`src/rtl/bcd_to_binary_seq.sv`:
```
// Sequential packed-BCD to binary converter: one digit per clock, MSD first,
// with sticky illegal-digit (err) and overflow (ovf) flags.
module bcd_to_binary_seq #(
    parameter int DIGITS = 2,
    parameter int OUT_W  = 8
) (
    input  logic                  clk,
    input  logic                  rst_n,
    input  logic                  in_valid,
    output logic                  in_ready,
    input  logic [4*DIGITS-1:0]   bcd_in,
    output logic                  out_valid,
    input  logic                  out_ready,
    output logic [OUT_W-1:0]      data_out,
    output logic                  err,
    output logic                  ovf
);

    localparam int AW = OUT_W + 4;
    localparam int CW = (DIGITS > 1) ? $clog2(DIGITS) : 1;
    localparam logic [AW-1:0] MAXV = {4'b0000, {OUT_W{1'b1}}};
    localparam logic [CW-1:0] LAST_IDX = CW'(DIGITS - 1);

    typedef enum logic [1:0] {
        S_IDLE = 2'd0,
        S_CONV = 2'd1,
        S_DONE = 2'd2
    } state_t;

    state_t               state_q;
    logic [4*DIGITS-1:0]  word_q;
    logic [AW-1:0]        acc_q;
    logic [CW-1:0]        cnt_q;
    logic                 err_q, ovf_q, in_ready_q, out_valid_q;
    logic [OUT_W-1:0]     data_q;

    logic [3:0]           digit;
    logic                 bad_digit;
    logic [AW-1:0]        prod;
    logic                 step_ovf;
    logic [AW-1:0]        acc_d;
    logic                 err_d, ovf_d;
    logic [OUT_W-1:0]     res_d;

    // The word is shifted left each step so the current digit is always the top nibble.
    always_comb begin
        digit     = word_q[4*DIGITS-1 -: 4];
        bad_digit = (digit > 4'd9);
        prod      = (acc_q << 3) + (acc_q << 1) + AW'(bad_digit ? 4'd0 : digit);
        step_ovf  = (prod > MAXV);
        acc_d     = step_ovf ? MAXV : prod;
        err_d     = err_q | bad_digit;
        ovf_d     = ovf_q | step_ovf;
        if (err_d)
            res_d = '0;
        else if (ovf_d)
            res_d = '1;
        else
            res_d = acc_d[OUT_W-1:0];
    end

    always_ff @(posedge clk) begin
        if (!rst_n) begin
            state_q     <= S_IDLE;
            word_q      <= '0;
            acc_q       <= '0;
            cnt_q       <= '0;
            err_q       <= 1'b0;
            ovf_q       <= 1'b0;
            data_q      <= '0;
            in_ready_q  <= 1'b1;
            out_valid_q <= 1'b0;
        end else begin
            case (state_q)
                S_IDLE: begin
                    if (in_valid) begin
                        word_q     <= bcd_in;
                        acc_q      <= '0;
                        cnt_q      <= LAST_IDX;
                        err_q      <= 1'b0;
                        ovf_q      <= 1'b0;
                        in_ready_q <= 1'b0;
                        state_q    <= S_CONV;
                    end
                end
                S_CONV: begin
                    acc_q  <= acc_d;
                    err_q  <= err_d;
                    ovf_q  <= ovf_d;
                    word_q <= word_q << 4;
                    cnt_q  <= cnt_q - 1'b1;
                    if (cnt_q == '0) begin
                        data_q      <= res_d;
                        out_valid_q <= 1'b1;
                        state_q     <= S_DONE;
                    end
                end
                S_DONE: begin
                    if (out_ready) begin
                        out_valid_q <= 1'b0;
                        in_ready_q  <= 1'b1;
                        state_q     <= S_IDLE;
                    end
                end
                default: begin
                    out_valid_q <= 1'b0;
                    in_ready_q  <= 1'b1;
                    state_q     <= S_IDLE;
                end
            endcase
        end
    end

    assign in_ready  = in_ready_q;
    assign out_valid = out_valid_q;
    assign data_out  = data_q;
    assign err       = err_q;
    assign ovf       = ovf_q;

endmodule

```
`config.mk`:
```
export PLATFORM = sky130hd
export DESIGN_NAME = bcd_to_binary_seq
export DESIGN_NICKNAME = d
export VERILOG_FILES = /design/src/rtl/bcd_to_binary_seq.sv
export SDC_FILE = /design/constraint.sdc
export NUM_CORES = 1
export LEC_CHECK = 0
export CAP_MARGIN = 20
export CORE_AREA = 3 3 61 63
export CTS_BUF_LIST = sky130_fd_sc_hd__clkbuf_2
export DETAILED_ROUTE_END_ITERATION = 8
export DIE_AREA = 0 0 64 66
export GPL_ROUTABILITY_DRIVEN = 0
export PLACE_DENSITY = 0.81
export RECOVER_POWER = 25
export SYNTH_ARGS = -nofsm -noshare
export SYNTH_HDL_FRONTEND = slang
export SYNTH_SLANG_ARGS = --single-unit
```
`constraint.sdc`:
```
create_clock -name clk -period 3.68 [get_ports clk]
set_input_delay 0.736 -clock clk [delete_from_list [all_inputs] [get_ports clk]]
set_output_delay 0.736 -clock clk [all_outputs]
set_load 0.05 [all_outputs]
```
==> run_results.csv <==
group,metric,value,unit
timing,setup_viol,0,
drt,wire_per_inst,13.49,um
yosys,yosysMostFrequentCell,"dfxtp_1",
critical_path,path_class,"reg -> reg",
yosys,netlist_instances,206,
critical_path,crit_buf_inv,1,
power_and_ir_drop,p_total,0.7354,mW
floorplanning,die_h,66,um
critical_path,crit_arrival,3180,ps
yosys,synth_enable_flop_cells,0,
critical_path,cp.depth,11,
floorplanning,core-area,3284,um2
drt,via_per_inst,5.670,
critical_path,startpoint,"word_q[5]",
timing,clock.fmax,0.3422,GHz
final_layout,antennaDiodeCount,0,
yosys,syn_area,1849,um2
floorplanning,fp-row-count,21,
hold_path,min_from,"data_out[5]",
outcome,outcome,"finished clean",
critical_path,max_stage_delay,480,ps
yosys,yosysWarnings,0,
clock_tree,cts.clk_slew.worst_paths,150,ps
grt,grt_pass1_wl,6389,um
yosys,netlist_top_cells_count,"dfxtp_1, nand2_1, ha_1",
yosys,yosys.cell_types.count,41,
critical_path,cp.required,3940,ps
floorplanning,initial_core_util,0.5630,
clock_tree,clockBufferDepth,2,
place,hpwl,2922,um
place,io_buffers,23,
drt,ant_nets,0,
yosys,synth_area_leaders,"dfxtp_1, ha_1, nand2_1, a21oi_1, a221o_1",
final_layout,fill_cells,298,
timing,final.period_utilization,0.7942,
critical_path,crit_chain,"nor2_1 > nand2_1 > fa_1 > inv_1 > ha_1 > a211oi_1 > o211ai_1 > a211oi_2 > o221ai_2 > o21a_4 > a221o_1",
final_layout,final_nets,262,
yosys,yosys.area.top_type,"dfxtp_1",
final_layout,fin_util,0.6556,
clock_tree,hold_buffers,0,
critical_path,startpoint_type,"register",
final_layout,areaGrowthSynthToFinish,16.44,%
timing,fin_tns_setup,0,ps
grt,grt_pass1_vias,1394,
hold_path,hold_class,"reg -> reg",
grt,grt-ovfl-total,0,
floorplanning,dieArea,4224,um2
yosys,syn_nets,238,
clock_tree,post-cts-setup-buffers,0,
power_and_ir_drop,p_leak,0.9434,nW
drt,firstDrtPassIters,4,
timing,hold_violations,0,
power_and_ir_drop,vdd_drop_max,0.1921,mV
critical_path,path_max_fanout,9,
yosys,synth.top_cell.area_share,0.3681,
timing,relSlewSlack,0.4990,
floorplanning,ios,24,
yosys,synth-main-ff-cell,"dfxtp_1",
hold_path,holdPathStages,2,
drt,vias,1565,
yosys,async_reset_ff_frac,0,
grt,antenna_found_initial,0,
critical_path,cp_top_family,"compound AO/OA/AOI/OAI gates",
yosys,ys_seq_area_frac,0.3681,
clock_tree,cts-root-buf,"clkbuf_2",
drt,drc_errors,0,
grt,grtUsageTotal,0.1931,
clock_tree,clock-sinks,34,
timing,layout_min_cycle_time,2923,ps
final_layout,drive_above_1_share,0.06522,
clock_tree,numCtsBuffers,5,
critical_path,crit_slowest_cell,"fa_1",
timing,rsz0062_at_grt,"no",
timing,report.final.slew_viol_count,0,
clock_tree,ctsResizeCount,0,
job,maxCapViolCount,0,
critical_path,crit_path_end_kind,"register",
final_layout,design_area,2153,um2
yosys,avgSynthCellArea,8.977,um2
timing,skew,8.945,ps
critical_path,reg2regPathDepth,11,
grt,grt_max_degree,23,
timing,worstMarginPinSlew,747.1,ps
critical_path,r2r_start,"word_q[5]",
clock_tree,cts_tree,"yes",
clock_tree,h-tree-depth,2,
drt,drtIter0Drc,102,
floorplanning,die_width,64,um
drt,drt-total-wl,3724,um
yosys,synth-seq-cells,34,
place,dpl-instance-area,2118,um2
power_and_ir_drop,pwr_density_cell,341.5,nW/um2
clock_tree,clk_latency,350,ps
## area by class of cell
class / count / area [um2] / share of cell area
inverter: 7 / 26.28 / 0.01220
sequential: 34 / 680.7 / 0.3161
clock inverter: 2 / 10.01 / 0.004648
timing repair buffer: 24 / 237.7 / 0.1104
multi-input combinational: 158 / 1116 / 0.5183
clock buffer: 5 / 25.02 / 0.01162
tap: 46 / 57.56 / 0.02673
## sequential cells by signal, summed over array words and instances, names as in the netlist
name / flops
err: 1
cnt_q: 1
in_ready: 1
state_q: 2
acc_q: 11
word_q: 8
data_out: 8
out_valid: 1
ovf: 1
## logic make-up (layout without fill, tap and decap cells)
| kind of cell | Yosys count | count (layout) | share of synthesized area |
|---|---|---|---|
| compound gates | 68 | 68 | 0.2537 |
| simple gates | 65 | 65 | 0.1746 |
| flops | 34 | 34 | 0.3681 |
| fa+ha+maj | 20 | 20 | 0.1434 |
| buf+inv | 14 | 38 | 0.02841 |
| xor+xnor | 5 | 5 | 0.03180 |
## per-layer routing
layer	part of all wire	track usage	wire (um)	vias up
li1	-	-	-	810
met1	0.51	0.2613	1886	713
met2	0.43	0.2877	1617	34
met3	0.038	0.04252	142	8
met4	0.021	0.09704	78	0
met5	0	0	0	-
## cell usage in the layout (no fill, tap or decap), types with 2 or more instances in the layout
| master | n |
|---|---|
| ha_1 | 18 |
| inv_1 | 6 |
| and3_1 | 5 |
| a21oi_1 | 14 |
| a22oi_1 | 4 |
| nor2_1 | 14 |
| nor4_1 | 7 |
| a21o_1 | 3 |
| and2_1 | 2 |
| a221o_1 | 7 |
| o21ai_1 | 10 |
| clkbuf_2 | 5 |
| o21a_1 | 3 |
| nor3_1 | 2 |
| clkinv_2 | 2 |
| nand2_1 | 19 |
| clkdlybuf4s50_1 | 21 |
| o21ai_0 | 13 |
| nand4_1 | 2 |
| nor2b_1 | 11 |
| dfxtp_1 | 34 |
| o22ai_1 | 2 |
| fa_1 | 2 |
| xor2_1 | 2 |
| xnor2_1 | 2 |
| dlygate4sd3_1 | 2 |
## stage by stage
stage / instances / worst slack (ps) / hold WS, ps
2_1_floorplan: 206 / 973.0 / 454.3
3_3_place_gp: 269 / 834.0 / 438.9
3_5_place_dp: 269 / 785.8 / 440.8
4_1_cts: 276 / 745.1 / 460.6
5_1_grt: 276 / 501.1 / 482.9
6_report: 276 / 757.4 / 455.2
## worst min-delay path, cell delays in order (launching register included)
cell and delay (ps):
dfxtp_1 340, nand2_1 50, o21ai_1 50
## report_power, final
part / total (mW) / switching [mW] / internal (mW)
clock network: 0.155 / 0.113 / 0.0412
logic: 0.172 / 0.101 / 0.0707
registers: 0.409 / 0.0188 / 0.390
total: 0.735 / 0.233 / 0.502
## final timing paths
kind / end / slack, ps
worst max-delay path: acc_q[7] / 760
worst min-delay path: data_out[5] / 460
worst max register to register: acc_q[7] / 760
worst min register to register: data_out[5] / 460
Power figures use the tool's default switching activity.
